==> config.mk <==
export PLATFORM = sky130hd
export DESIGN_NAME = task_dispatch_arbiter
export DESIGN_NICKNAME = d
export VERILOG_FILES = /design/src/rtl/task_dispatch_arbiter.sv
export SDC_FILE = /design/constraint.sdc
export NUM_CORES = 1
export LEC_CHECK = 0
export CAP_MARGIN = 10
export CORE_ASPECT_RATIO = 1.5
export CORE_MARGIN = 5
export CORE_UTILIZATION = 25
export CTS_CLUSTER_SIZE = 40
export DETAILED_ROUTE_END_ITERATION = 6
export HOLD_SLACK_MARGIN = 0.02
export PLACE_DENSITY = 0.57
export SLEW_MARGIN = 40
export SYNTH_ARGS = -nofsm -noshare
export SYNTH_HDL_FRONTEND = slang
export SYNTH_SLANG_ARGS = --single-unit
==> constraint.sdc <==
create_clock -name clk -period 14.9 [get_ports clk]
set_input_delay 2.98 -clock clk [delete_from_list [all_inputs] [get_ports clk]]
set_output_delay 2.98 -clock clk [all_outputs]
set_load 0.01 [all_outputs]
==> src/rtl/task_dispatch_arbiter.sv <==
// -----------------------------------------------------------------------------
// task_dispatch_arbiter
//
// Hands a stream of conflict-free tasks to N_CORES worker cores and hands each
// finished task's thread id back to the serializer.
//
// Each core runs a small IDLE -> RUN -> UNLOCK -> IDLE cycle:
//   * IDLE   : the core may be granted the offered task when it requests work.
//   * RUN    : the core is executing; core_done moves it to UNLOCK.
//   * UNLOCK : the core waits its turn to release its thread id.
//
// Grants and unlock selections each use their own round-robin pointer. At
// most one of each happens per cycle, and both may happen in the same cycle
// because they always involve cores in different states.
//
// Ports
//   clk, rst                        clock, asynchronous active-high reset
//   s_valid / s_ready               task offer / combinational accept
//   s_rdata, s_cq_slot, s_thread    offered task, its CQ slot, its thread id
//   unlock_valid, unlock_thread     registered one-cycle thread release
//   core_req                        per-core level request for work
//   core_task_valid                 per-core one-cycle delivery pulse
//   core_task, core_cq_slot         per-core registered task / CQ slot (flat)
//   core_done                       per-core one-cycle finish pulse
//   dispatch_en                     when low, no new grants are made
//   n_running, all_idle             registered occupancy status
//   err_spurious_done               sticky: core_done seen outside RUN
// -----------------------------------------------------------------------------
module task_dispatch_arbiter #(
    parameter int N_CORES   = 4,
    parameter int CORE_ID_W = $clog2(N_CORES),
    parameter int TASK_W    = 16,
    parameter int CQ_SLOT_W = 6,
    parameter int THREAD_W  = 4
) (
    input  logic                           clk,
    input  logic                           rst,
    input  logic                           s_valid,
    output logic                           s_ready,
    input  logic [TASK_W-1:0]              s_rdata,
    input  logic [CQ_SLOT_W-1:0]           s_cq_slot,
    input  logic [THREAD_W-1:0]            s_thread,
    output logic                           unlock_valid,
    output logic [THREAD_W-1:0]            unlock_thread,
    input  logic [N_CORES-1:0]             core_req,
    output logic [N_CORES-1:0]             core_task_valid,
    output logic [N_CORES*TASK_W-1:0]      core_task,
    output logic [N_CORES*CQ_SLOT_W-1:0]   core_cq_slot,
    input  logic [N_CORES-1:0]             core_done,
    input  logic                           dispatch_en,
    output logic [CORE_ID_W:0]             n_running,
    output logic                           all_idle,
    output logic                           err_spurious_done
);

    typedef enum logic [1:0] {
        ST_IDLE   = 2'd0,
        ST_RUN    = 2'd1,
        ST_UNLOCK = 2'd2
    } core_state_e;

    core_state_e              state_q  [N_CORES];
    core_state_e              state_d  [N_CORES];
    logic [THREAD_W-1:0]      thread_q [N_CORES];
    logic [THREAD_W-1:0]      thread_d [N_CORES];
    logic [TASK_W-1:0]        task_q   [N_CORES];
    logic [TASK_W-1:0]        task_d   [N_CORES];
    logic [CQ_SLOT_W-1:0]     slot_q   [N_CORES];
    logic [CQ_SLOT_W-1:0]     slot_d   [N_CORES];

    logic [CORE_ID_W-1:0]     ptr_q, ptr_d;
    logic [CORE_ID_W-1:0]     uptr_q, uptr_d;
    logic [N_CORES-1:0]       ctv_q, ctv_d;
    logic                     uv_q, uv_d;
    logic [THREAD_W-1:0]      ut_q, ut_d;
    logic                     err_q, err_d;
    logic [CORE_ID_W:0]       nrun_q, nrun_d;
    logic                     all_idle_q, all_idle_d;

    logic [N_CORES-1:0]       eligible;
    logic [N_CORES-1:0]       run_mask;
    logic                     grant_s;
    logic                     grant_hit;
    int                       grant_idx;
    logic                     unl_hit;
    int                       unl_idx;

    // Per-core eligibility and RUN mask derived from the current states.
    always_comb begin
        eligible = '0;
        run_mask = '0;
        for (int c = 0; c < N_CORES; c++) begin
            eligible[c] = (state_q[c] == ST_IDLE) & core_req[c];
            run_mask[c] = (state_q[c] == ST_RUN);
        end
    end

    // Round-robin search for the grantee (first eligible at/after ptr_q).
    always_comb begin
        grant_hit = 1'b0;
        grant_idx = 0;
        for (int i = 0; i < N_CORES; i++) begin
            if (!grant_hit && eligible[(int'(ptr_q) + i) % N_CORES]) begin
                grant_hit = 1'b1;
                grant_idx = (int'(ptr_q) + i) % N_CORES;
            end else begin
                grant_hit = grant_hit;
            end
        end
    end

    // Round-robin search for the core to unlock (first UNLOCK at/after uptr_q).
    always_comb begin
        unl_hit = 1'b0;
        unl_idx = 0;
        for (int i = 0; i < N_CORES; i++) begin
            if (!unl_hit && (state_q[(int'(uptr_q) + i) % N_CORES] == ST_UNLOCK)) begin
                unl_hit = 1'b1;
                unl_idx = (int'(uptr_q) + i) % N_CORES;
            end else begin
                unl_hit = unl_hit;
            end
        end
    end

    // Accept is purely a function of inputs and current state; forced low in reset.
    always_comb begin
        grant_s = s_valid & dispatch_en & grant_hit;
        s_ready = grant_s & ~rst;
    end

    // Next-state computation for every register in the block.
    always_comb begin
        ptr_d  = ptr_q;
        uptr_d = uptr_q;
        ctv_d  = '0;
        uv_d   = 1'b0;
        ut_d   = ut_q;
        // A done for a core outside RUN (including one being granted this
        // very cycle, which is still IDLE) is flagged and otherwise ignored.
        err_d  = err_q | (|(core_done & ~run_mask));
        nrun_d = '0;
        for (int c = 0; c < N_CORES; c++) begin
            state_d[c]  = state_q[c];
            thread_d[c] = thread_q[c];
            task_d[c]   = task_q[c];
            slot_d[c]   = slot_q[c];
            case (state_q[c])
                ST_IDLE: begin
                    if (grant_s && (grant_idx == c)) begin
                        state_d[c]  = ST_RUN;
                        thread_d[c] = s_thread;
                        task_d[c]   = s_rdata;
                        slot_d[c]   = s_cq_slot;
                        ctv_d[c]    = 1'b1;
                    end else begin
                        state_d[c] = ST_IDLE;
                    end
                end
                ST_RUN: begin
                    if (core_done[c]) begin
                        state_d[c] = ST_UNLOCK;
                    end else begin
                        state_d[c] = ST_RUN;
                    end
                end
                ST_UNLOCK: begin
                    if (unl_hit && (unl_idx == c)) begin
                        state_d[c] = ST_IDLE;
                        uv_d       = 1'b1;
                        ut_d       = thread_q[c];
                    end else begin
                        state_d[c] = ST_UNLOCK;
                    end
                end
                default: begin
                    state_d[c] = ST_IDLE;
                end
            endcase
            if (state_d[c] != ST_IDLE) begin
                nrun_d = nrun_d + (CORE_ID_W+1)'(1'b1);
            end else begin
                nrun_d = nrun_d;
            end
        end
        if (grant_s) begin
            ptr_d = CORE_ID_W'((grant_idx + 1) % N_CORES);
        end else begin
            ptr_d = ptr_q;
        end
        if (unl_hit) begin
            uptr_d = CORE_ID_W'((unl_idx + 1) % N_CORES);
        end else begin
            uptr_d = uptr_q;
        end
        all_idle_d = (nrun_d == '0);
    end

    // State and output registers; reset discards in-flight work with no unlock.
    always_ff @(posedge clk or posedge rst) begin
        if (rst) begin
            for (int c = 0; c < N_CORES; c++) begin
                state_q[c]  <= ST_IDLE;
                thread_q[c] <= '0;
                task_q[c]   <= '0;
                slot_q[c]   <= '0;
            end
            ptr_q      <= '0;
            uptr_q     <= '0;
            ctv_q      <= '0;
            uv_q       <= 1'b0;
            ut_q       <= '0;
            err_q      <= 1'b0;
            nrun_q     <= '0;
            all_idle_q <= 1'b1;
        end else begin
            for (int c = 0; c < N_CORES; c++) begin
                state_q[c]  <= state_d[c];
                thread_q[c] <= thread_d[c];
                task_q[c]   <= task_d[c];
                slot_q[c]   <= slot_d[c];
            end
            ptr_q      <= ptr_d;
            uptr_q     <= uptr_d;
            ctv_q      <= ctv_d;
            uv_q       <= uv_d;
            ut_q       <= ut_d;
            err_q      <= err_d;
            nrun_q     <= nrun_d;
            all_idle_q <= all_idle_d;
        end
    end

    // Flatten per-core registers onto the output buses.
    for (genvar g = 0; g < N_CORES; g++) begin : g_flat
        assign core_task[g*TASK_W +: TASK_W]          = task_q[g];
        assign core_cq_slot[g*CQ_SLOT_W +: CQ_SLOT_W] = slot_q[g];
    end

    assign core_task_valid   = ctv_q;
    assign unlock_valid      = uv_q;
    assign unlock_thread     = ut_q;
    assign err_spurious_done = err_q;
    assign n_running         = nrun_q;
    assign all_idle          = all_idle_q;

endmodule

# Word level (Yosys, flattened, before mapping)
# Cells that the tools add are included.
# totals
reg_bits,130
in_bits,38
elab_cells,207
output_inout_bits,103
# classes
eq_ne,18
bitwise,21
n_reduce_logical,42
n_addsub,11
mux,83
magnitude_cmp,8
# op_table
cell,count
$mux W32,6
$eq A32 B3 Y1 const B,4
$ge A32 B3 Y1 const B,4
$not A32 Y32,3
$eq A32 B2 Y1 const B,2
$logic_not A32 Y1,2
$mux W1,36
$mux W2,18
$mux W4,8
$not A2 Y32,1
$pmux W2 S3,4
$bmux W2 S2,4
$eq A2 B2 Y1 const B,8
$logic_and A1 B1 Y1,14
$add A2 B2 Y2 const B,6
$lt A3 B4 Y1 const B,3
$reduce_or A2 Y1,6
$add A3 B1 Y3 const B,3
$mux W3,3
$bmux W1 S2,4
$eq A2 B1 Y1 const B,4
$logic_not A2 Y1,4
$reduce_and A2 Y1,4
$reduce_bool A2 Y1,4
other kinds (11),28

# Logic depth before layout (Yosys ltp)
# Gate-level depths: netlist (run 1).
# depth
word_depth,29
mapped_depth,16
ltp_nobuf,15

# Least setup slack after synthesis (run 1)
# OpenSTA, ideal clock, no wires.
# synth_path
path_kind,input to output
startpoint,in rst
endpoint,out s_ready
slack_ns,5.816
n_path_buf,0
required_ns,11.920
t_arrival_ns,6.104
path_stages,2
path_cell_list,inv_1 -> and2_1
# synth_between
elab_chain_cells,2
# synth_lines
item,line,text
from (decl),37,"input logic rst,"
$not A1 Y1,129,s_ready = grant_s & ~rst;
$and A1 B1 Y1,129,
to (decl),39,"output logic s_ready,"
# Every way passes these cells.

# Final worst setup path (run 1)
# layout_path
startpoint,in core_req[0]
endpoint,out s_ready
# layout_between
elab_chain_cells,15
word_cells_on_any_way,24
cone_classes,15 x mux; 3 x bitwise; 6 x reduce/logical
# layout_lines
item,line,text
from (decl),45,"input logic [N_CORES-1:0] core_req,"
$and A1 B1 Y1 (*),93,eligible[c] = (state_q[c] == ST_IDLE) & core_req[c];
$bmux W1 S2,103,if (!grant_hit && eligible[(int'(ptr_q) + i) % N_CORES]) begin
$mux W1 (implied by the code),103,
$mux W1,103,
$logic_not A1 Y1,103,
$logic_and A1 B1 Y1,103,
$mux W1,103,
$logic_not A1 Y1,103,
$logic_and A1 B1 Y1,103,
$mux W1,103,
$logic_not A1 Y1,103,
$logic_and A1 B1 Y1,103,
$mux W1 (*),103,
$and A1 B1 Y1 (*),128,grant_s = s_valid & dispatch_en & grant_hit;
$and A1 B1 Y1 (*),129,
# Every way passes the cells marked *; elsewhere a longest branch is shown, timed or not. The select of a mux whose other input is x is not followed.

==> flow_metrics.env, run 1 <==
export IMPL_synth_edff_count=0
export IMPL_final_cell_area_mm2=0.00801
export IMPL_synth_seq_cells=130
export IMPL_finalNonFillerCells=842
export IMPL_async_flop_share_pct=100
export IMPL_synth_top_area_share_pct=57.7
export IMPL_cts_resized_gates=0
export IMPL_tightest_slew_ns=0.682
export IMPL_hold_path_class="register to register"
export IMPL_boundaryPins=141
export IMPL_crit_path_frequent_cell="clkdlybuf4s50_1"
export IMPL_crit_path_max_fanout=9
export IMPL_syn_avg_cell_area_um2=13.8
export IMPL_path_class="primary input to output pin"
export IMPL_synthAdderAreaFrac_pct=2.01
export IMPL_area_delta_synth_final_pct=43.1
export IMPL_startpoint_type="primary input"
export IMPL_fmax_mhz=120
export IMPL_powerDensity_mw_per_mm2=245
export IMPL_hold_depth=1
export IMPL_synth_area_leaders="dfrtp_1, mux2_2, ha_1, mux2_1, nor2_1"
export IMPL_routabilityCongestion=0.777
export IMPL_finalSetupViolCount=0
export IMPL_routed_wl_mm=15.1
export IMPL_seq_area_frac_synth_pct=58.2
export IMPL_layout_drive_gt1_share_pct=26.1
export IMPL_ys_flop_type="dfrtp_1"
export IMPL_ant_nets=0
export IMPL_start_util_pct=25.2
export IMPL_core_rowCount=67
export IMPL_crit_required_ns=11.92
export IMPL_wl_per_cell_um=17.9
export IMPL_synthSimpleGateAreaFrac_pct=8.14
export IMPL_cts_root_buf="clkbuf_16"
export IMPL_clock_latency_ns=0.42
export IMPL_path_depth=5
export IMPL_drcViolationCount=0
export IMPL_fin_tns_setup_ns=0
export IMPL_setup_worst_path_end_class="output pin"
export IMPL_grt_pass1_vias=4293
export IMPL_maxSlewViolCount=0
export IMPL_design_core_area_mm2=0.0222
export IMPL_synth_xor_area_share_pct=0.157
export IMPL_clock_skew_ns=0.00665
export IMPL_synth_top_family_by_area="multiplexers"
export IMPL_fp_dieH_um=193
export IMPL_dp_hpwl_mm=10.7
export IMPL_power_leakage_nw=3.39
export IMPL_grt_antenna_before_repair=0
export IMPL_max_cap_violations=0
export IMPL_dp_cells=810
export IMPL_yosys_warnings=0
export IMPL_cpLargestDelayFamily="buffers and inverters"
export IMPL_dpl_cell_area_mm2=0.00735
export IMPL_period_share_pct=56.1
export IMPL_synth_fp_nets=451
export IMPL_arrival_ns=5.38
export IMPL_worst_path_max_delay_cell="a31oi_2"
export IMPL_grt_pass1_wl_mm=24.0
export IMPL_drtIter0Drc=168
export IMPL_layout_min_cycle_time_ns=8.36
export IMPL_cts_made_buffers=17
export IMPL_cts_hold_buf=0
export IMPL_whs_ns=0.489
export IMPL_vias=3902
export IMPL_finalPower_mw=1.96
export IMPL_nNetsFinal=600
export IMPL_status="finished, final reports clean"
export IMPL_grt_overflow_total=0
export IMPL_synth_compound_area_share_pct=7.43
export IMPL_dieArea_mm2=0.0255
export IMPL_rsz0062_at_grt="no"
export IMPL_post_cts_buffers=0
export IMPL_cts_path_max_buffers=2
export IMPL_diodes=0
export IMPL_relSlewSlack_pct=54.4
export IMPL_path_cells="clkdlybuf4s50_1 > or3b_2 > a31oi_2 > and2_1 > clkdlybuf4s50_1"
export IMPL_yosys_area_top_type="dfrtp_1"
export IMPL_io_buffers=140
export IMPL_die_w_um=132
export IMPL_ir_worst_vdd_mv=0.111
export IMPL_syn_cell_area_mm2=0.00559
export IMPL_track_usage_pct=11.9
export IMPL_synth_cell_types=58
export IMPL_grt_max_degree=69
export IMPL_viasPerCell=4.63
export IMPL_crit_buf_inv=2
export IMPL_clkSinkCount=130
export IMPL_clk_pin_slew_worst_paths_ns=0.06
export IMPL_hold_viol=0
export IMPL_h_tree_depth=4
export IMPL_synthMuxAreaShare_pct=22.0
export IMPL_reg2reg_depth=12
export IMPL_tritoncts="built"
export IMPL_critPathMaxStageDelay_ns=0.62
export IMPL_synth_cells=404
export IMPL_firstDrtPassIters=5
-- kinds of logic (layout without fill, tap and decap cells) --
family | count (synthesis) | in the layout
XOR/XNOR | 1 | 1
buffers and inverters | 22 | 184
AO/OA/AOI/OAI | 53 | 53
AND/OR/NAND/NOR | 79 | 79
flip-flops | 130 | 130
adder cells (fa/ha/maj) | 9 | 9
multiplexers | 110 | 110
-- final timing paths --
path                                           from                         to  slack (ns)
hold reg to reg            thread_q[15]$_DFFE_PP0P_   thread_q[15]$_DFFE_PP0P_        0.49
max in group asynchronous                       rst  core_task[38]$_DFFE_PP0P_       10.82
hold / removal             thread_q[15]$_DFFE_PP0P_   thread_q[15]$_DFFE_PP0P_        0.49
setup / recovery                        core_req[0]                    s_ready        6.54
min in group asynchronous                       rst  core_task[30]$_DFFE_PP0P_        3.01
setup reg to reg               state_q[2]$_DFF_PP0_         all_idle$_DFF_PP1_       10.52
-- metal layers --
metal  share of wire, %  wire (um)  track usage, %
met3                6.7       1010            4.70
met1                 38       5710            12.5
met2                 53       7930            20.9
met4                2.8        421            5.11
met5                  0          0               0
-- layout make-up --
| type | instances | area (um^2) |
|---|---|---|
| Clock inverter | 13 | 196 |
| Clock buffer | 19 | 453 |
| Inverter | 9 | 38.8 |
| Fill cell | 2165 | 14200 |
| Timing Repair Buffer | 143 | 1470 |
| Tap cell | 276 | 345 |
| Multi-Input combinational cell | 252 | 2250 |
| Sequential cell | 130 | 3250 |
-- metrics by stage --
step | utilization (%) | setup WS [ns]
3_3_place_gp | 32.8 | 6.59
5_1_grt | 36.0 | 6.43
4_1_cts | 36.0 | 6.50
6_report | 36.0 | 6.54
2_1_floorplan | - | 5.82
3_5_place_dp | 33.1 | 6.52
-- synthesized netlist by cell type, types with 3 or more instances --
cell type,n
dfrtp_1,129
mux2_2,95
nor2_1,17
nand2_1,13
o21ai_0,11
mux2_1,10
ha_1,9
inv_1,8
nand3_1,8
nor2b_1,8
nand2b_1,7
o211ai_1,7
a21oi_1,6
a21o_1,5
clkbuf_1,5
mux2i_1,5
nor3_1,5
a31oi_1,4
buf_6,3
o22ai_1,3
-- placed cells by master, fill, tap and decap left out, types with 6 or more instances in the layout --
| cell | count |
|---|---|
| o21ai_0 | 11 |
| clkbuf_16 | 17 |
| dfrtp_1 | 129 |
| nand2_1 | 13 |
| nand2b_1 | 7 |
| nand3_1 | 7 |
| mux2_2 | 95 |
| nor2_1 | 16 |
| a21oi_1 | 6 |
| inv_1 | 7 |
| o211ai_1 | 7 |
| clkdlybuf4s50_1 | 140 |
| mux2_1 | 10 |
| ha_1 | 9 |
| nor2b_1 | 8 |
-- report_power, final --
group | total [mW] | internal (mW) | switching [mW]
sequential | 0.634 | 0.527 | 0.106
clock | 0.458 | 0.292 | 0.166
combinational | 0.867 | 0.486 | 0.381
total | 1.96 | 1.31 | 0.653
-- sequential cells by signal (all words and copies together) (netlist names) --
name and count:
core_cq_slot 24, core_task_valid 4, unlock_valid 1, unlock_thread 4, ptr_q 2, state_q 8
n_running 3, core_task 64, uptr_q 2, thread_q 16, all_idle 1, err_spurious_done 1
Power figures use the tool's default switching activity.
==> inputs of run 2 (changes only) <==
==> constraint.sdc (replaced) <==
create_clock -name clk -period 8 [get_ports clk]
set_input_delay 1.6 -clock clk [delete_from_list [all_inputs] [get_ports clk]]
set_output_delay 1.6 -clock clk [all_outputs]
set_load 0.01 [all_outputs]
==> flow_metrics.env, run 2 (synthesized netlist as in run 1, its figures left out) <==
export IMPL_tightest_slew_ns=0.697
export IMPL_routabilityCongestion=0.800
export IMPL_layout_min_cycle_time_ns=5.56
export IMPL_core_rowCount=67
export IMPL_reg2reg_from="state_q[4]$_DFF_PP0_"
export IMPL_period_share_pct=69.5
export IMPL_clkSinkCount=130
export IMPL_grt_antenna_before_repair=0
export IMPL_layout_drive_gt1_share_pct=26.4
export IMPL_dp_cells=812
export IMPL_fmax_mhz=180
export IMPL_vias=3937
export IMPL_grt_pass1_wl_mm=25.3
export IMPL_final_cell_area_mm2=0.00796
export IMPL_cts_resized_gates=0
export IMPL_hold_viol=0
export IMPL_path_class="primary input to output pin"
export IMPL_r2r_end="all_idle$_DFF_PP1_"
export IMPL_status="finished, final reports clean"
export IMPL_finalSetupViolCount=0
export IMPL_wl_per_cell_um=18.4
export IMPL_drtIter0Drc=177
export IMPL_viasPerCell=4.66
export IMPL_crit_path_max_fanout=9
export IMPL_hold_path_class="register to register"
export IMPL_maxSlewViolCount=0
export IMPL_crit_required_ns=6.40
export IMPL_reg2reg_slack_ns=3.58
export IMPL_area_delta_synth_final_pct=42.4
export IMPL_relSlewSlack_pct=53.2
export IMPL_hold_end="err_spurious_done$_DFF_PP0_"
export IMPL_rsz0062_at_grt="no"
export IMPL_dieArea_mm2=0.0255
export IMPL_cts_made_buffers=17
export IMPL_firstDrtPassIters=4
export IMPL_grt_max_degree=54
export IMPL_boundaryPins=141
export IMPL_cts_hold_buf=0
export IMPL_grt_pass1_vias=4522
export IMPL_die_w_um=132
export IMPL_drcViolationCount=0
export IMPL_h_tree_depth=4
export IMPL_clock_latency_ns=0.42
export IMPL_nNetsFinal=602
export IMPL_setup_worst_path_end_class="output pin"
export IMPL_hp_start="err_spurious_done$_DFF_PP0_"
export IMPL_grt_overflow_total=0
export IMPL_design_core_area_mm2=0.0222
export IMPL_clock_skew_ns=0.0112
export IMPL_diodes=0
export IMPL_startpoint_type="primary input"
export IMPL_dp_hpwl_mm=11.1
export IMPL_fin_tns_setup_ns=0
export IMPL_final_cell_mix="clkdlybuf4s50_1, dfrtp_1, mux2_2"
export IMPL_routed_wl_mm=15.5
export IMPL_max_cap_violations=0
export IMPL_ant_nets=0
export IMPL_track_usage_pct=12.5
export IMPL_cts_path_max_buffers=2
export IMPL_power_leakage_nw=3.38
export IMPL_fp_dieH_um=193
export IMPL_cts_root_buf="clkbuf_16"
export IMPL_clk_pin_slew_worst_paths_ns=0.06
export IMPL_dpl_cell_area_mm2=0.00736
export IMPL_largest_register_ffs=64
export IMPL_tritoncts="built"
export IMPL_finalNonFillerCells=844
export IMPL_start_util_pct=25.2
export IMPL_powerDensity_mw_per_mm2=453
export IMPL_post_cts_buffers=0
export IMPL_io_buffers=140
export IMPL_reg2reg_depth=12
export IMPL_ir_worst_vdd_mv=0.171
export IMPL_mostFrequentLayoutCell="clkdlybuf4s50_1"
export IMPL_hold_depth=2
export IMPL_arrival_ns=3.96
==> run 2: layer usage <==
layer,global-route usage [%],vias up,wire length (um)
li1,-,1771,-
met1,13.3,2017,5780
met2,22.0,124,8390
met3,4.55,25,1010
met4,5.64,0,339
met5,0,-,0
==> run 2: area by class of cell <==
cell class                 instances  area, um^2
clock buffer                      17         425
clock inverter                    15         180
fill                            2146       14300
inverter                           9        36.3
multi-input combinational        252        2240
sequential                       130        3250
tap                              276         345
timing repair buffer             145        1480
==> run 2: worst max path at each step <==
stage	to	slack [ns]	cells after the start	start
detailed placement	all_idle$_DFF_PP1_	2.00	13	core_req[3]
global route	all_idle$_DFF_PP1_	2.19	14	core_req[0]
global placement	all_idle$_DFF_PP1_	2.24	13	core_req[3]
floorplan	s_ready	1.68	2	rst
CTS	s_ready	2.45	5	core_req[0]
finish	s_ready	2.44	5	core_req[0]
==> run 2: stage by stage <==
| step | power, mW | util [%] | hold WS (ns) | setup slack (ns) |
|---|---|---|---|---|
| 2_1_floorplan | 2.04 | - | 0.457 | 1.68 |
| 3_3_place_gp | 2.76 | 32.8 | 0.462 | 2.24 |
| 3_5_place_dp | 2.83 | 33.1 | 0.457 | 2.00 |
| 4_1_cts | 3.66 | 35.8 | 0.473 | 2.45 |
| 5_1_grt | 3.83 | 35.8 | 0.484 | 2.19 |
| 6_report | 3.60 | 35.8 | 0.471 | 2.44 |
==> run 2: power breakdown <==
part	switching (mW)	internal [mW]
combinational	0.721	0.907
clock	0.305	0.492
sequential	0.196	0.982
total	1.22	2.38
==> run 2: worst max-delay path, cell delays in order <==
cell and delay, ns:
clkdlybuf4s50_1 0.47, or3b_2 0.52, a31oi_2 0.55, and2_1 0.24, clkdlybuf4s50_1 0.58
==> inputs of run 3 (changes only) <==
==> constraint.sdc (replaced) <==
create_clock -name clk -period 5.2 [get_ports clk]
set_input_delay 1.04 -clock clk [delete_from_list [all_inputs] [get_ports clk]]
set_output_delay 1.04 -clock clk [all_outputs]
set_load 0.01 [all_outputs]
==> flow_metrics.env, run 3 (synthesized netlist as in run 1, its figures left out) <==
export IMPL_max_cap_violations=0
export IMPL_h_tree_depth=4
export IMPL_dp_hpwl_mm=11.5
export IMPL_cts_resized_gates=0
export IMPL_finalNonFillerCells=848
export IMPL_startpoint_type="primary input"
export IMPL_cts_made_buffers=17
export IMPL_boundaryPins=141
export IMPL_tritoncts="built"
export IMPL_tightest_slew_ns=0.653
export IMPL_cts_hold_buf=0
export IMPL_fmax_mhz=207
export IMPL_worst_path_max_delay_cell="a2111oi_0"
export IMPL_grt_overflow_total=0
export IMPL_setup_slack_ns=0.365
export IMPL_io_buffers=140
export IMPL_grt_max_degree=80
export IMPL_hold_path_class="register to register"
export IMPL_setup_worst_path_end_class="register"
export IMPL_ir_worst_vdd_mv=0.299
export IMPL_rsz0062_at_grt="no"
export IMPL_cpLargestDelayFamily="simple AND/OR/NAND/NOR gates"
export IMPL_design_core_area_mm2=0.0222
export IMPL_routabilityCongestion=0.870
export IMPL_crit_required_ns=5.54
export IMPL_dp_cells=816
export IMPL_viasPerCell=4.73
export IMPL_reg2reg_slack_ns=0.98
export IMPL_dieArea_mm2=0.0255
export IMPL_fin_util_pct=36.0
export IMPL_clock_skew_ns=0.00929
export IMPL_hold_viol=0
export IMPL_layout_drive_gt1_share_pct=26.6
export IMPL_post_cts_buffers=0
export IMPL_drtIter0Drc=154
export IMPL_status="finished, final reports clean"
export IMPL_grt_antenna_before_repair=1
export IMPL_hp_start="err_spurious_done$_DFF_PP0_"
export IMPL_maxSlewViolCount=0
export IMPL_track_usage_pct=12.7
export IMPL_fill_cells=2159
export IMPL_fp_dieH_um=193
export IMPL_hold_end="err_spurious_done$_DFF_PP0_"
export IMPL_vias=4015
export IMPL_mostFrequentLayoutCell="clkdlybuf4s50_1"
export IMPL_path_class="primary input to register"
export IMPL_finalSetupViolCount=0
export IMPL_wl_per_cell_um=18.8
export IMPL_grt_pass1_vias=4495
export IMPL_firstDrtPassIters=5
export IMPL_path_cells="clkdlybuf4s50_1 > nor3b_1 > a211oi_1 > o31ai_1 > inv_1 > ha_1 > and2_0 > a2111oi_0 > nor3_1 > ha_1 > or4_1 > mux2i_1"
export IMPL_cts_path_max_buffers=2
export IMPL_nNetsFinal=606
export IMPL_period_share_pct=93.0
export IMPL_drcViolationCount=0
export IMPL_die_w_um=132
export IMPL_routed_wl_mm=15.9
export IMPL_relSlewSlack_pct=56.4
export IMPL_hold_depth=2
export IMPL_layout_min_cycle_time_ns=4.84
export IMPL_dpl_worst_slack_ns=0.0667
export IMPL_grt_pass1_wl_mm=25.6
export IMPL_area_delta_synth_final_pct=42.8
export IMPL_r2r_end="all_idle$_DFF_PP1_"
export IMPL_power_leakage_nw=3.40
export IMPL_clock_latency_ns=0.42
export IMPL_largest_register_ffs=64
export IMPL_fin_tns_setup_ns=0
export IMPL_critPathMaxStageDelay_ns=0.59
export IMPL_core_rowCount=67
export IMPL_diodes=0
export IMPL_clkSinkCount=130
export IMPL_arrival_ns=5.18
export IMPL_ant_nets=0
export IMPL_start_util_pct=25.2
export IMPL_finalPower_mw=5.61
export IMPL_crit_buf_inv=2
export IMPL_clk_pin_slew_worst_paths_ns=0.06
export IMPL_reg2reg_from="state_q[3]$_DFF_PP0_"
export IMPL_powerDensity_mw_per_mm2=702
export IMPL_crit_path_frequent_cell="ha_1"
export IMPL_cts_root_buf="clkbuf_16"
export IMPL_crit_path_max_fanout=6
export IMPL_reg2reg_depth=13
export IMPL_final_cell_mix="clkdlybuf4s50_1, dfrtp_1, mux2_2"
## run 3: through the flow
| step | hold WS (ns) | area [um^2] |
|---|---|---|
| after floorplan | 0.457 | 5600 |
| after global placement | 0.458 | 7360 |
| after detailed placement | 0.479 | 7360 |
| after CTS | 0.493 | 7990 |
| after global routing | 0.515 | 7990 |
| final | 0.485 | 7990 |
## run 3: how the worst max path moves through the flow
stage,start,end,depth (start not counted)
3_5_place_dp,core_req[0],all_idle$_DFF_PP1_,12
5_1_grt,core_req[0],all_idle$_DFF_PP1_,12
6_report,core_req[0],all_idle$_DFF_PP1_,12
3_3_place_gp,core_req[2],all_idle$_DFF_PP1_,14
2_1_floorplan,core_req[3],all_idle$_DFF_PP1_,13
4_1_cts,core_req[0],all_idle$_DFF_PP1_,12
## run 3: cell type report
cell class / instances / area (um^2) / share of cell area, %
clock buffer: 19 / 443 / 5.54
clock inverter: 13 / 184 / 2.30
inverter: 9 / 37.5 / 0.470
multi-input combinational: 252 / 2240 / 28.0
sequential: 130 / 3250 / 40.7
tap: 276 / 345 / 4.32
timing repair buffer: 149 / 1490 / 18.6
## run 3: layer usage
metal | vias to the layer above | track usage (%) | wire length [um]
met5 | - | 0 | 0
met2 | 152 | 22.8 | 8690
met1 | 2048 | 13.3 | 5810
met3 | 39 | 4.37 | 910
met4 | 0 | 5.57 | 533
li1 | 1776 | - | -
## run 3: power by group
part	internal (mW)	switching, mW
Clock	0.815	0.452
Combinational	1.40	1.12
Sequential	1.51	0.311
Total	3.73	1.88
## run 3: worst register-to-register path, delay by kind of cell (launching register included)
family / cells / cell delay [ns]
AOI/OAI and AO/OA: 3 / 0.95
adders and majority gates: 3 / 0.75
DFF: 1 / 0.52
muxes: 1 / 0.14
and+or+nand+nor: 6 / 1.79
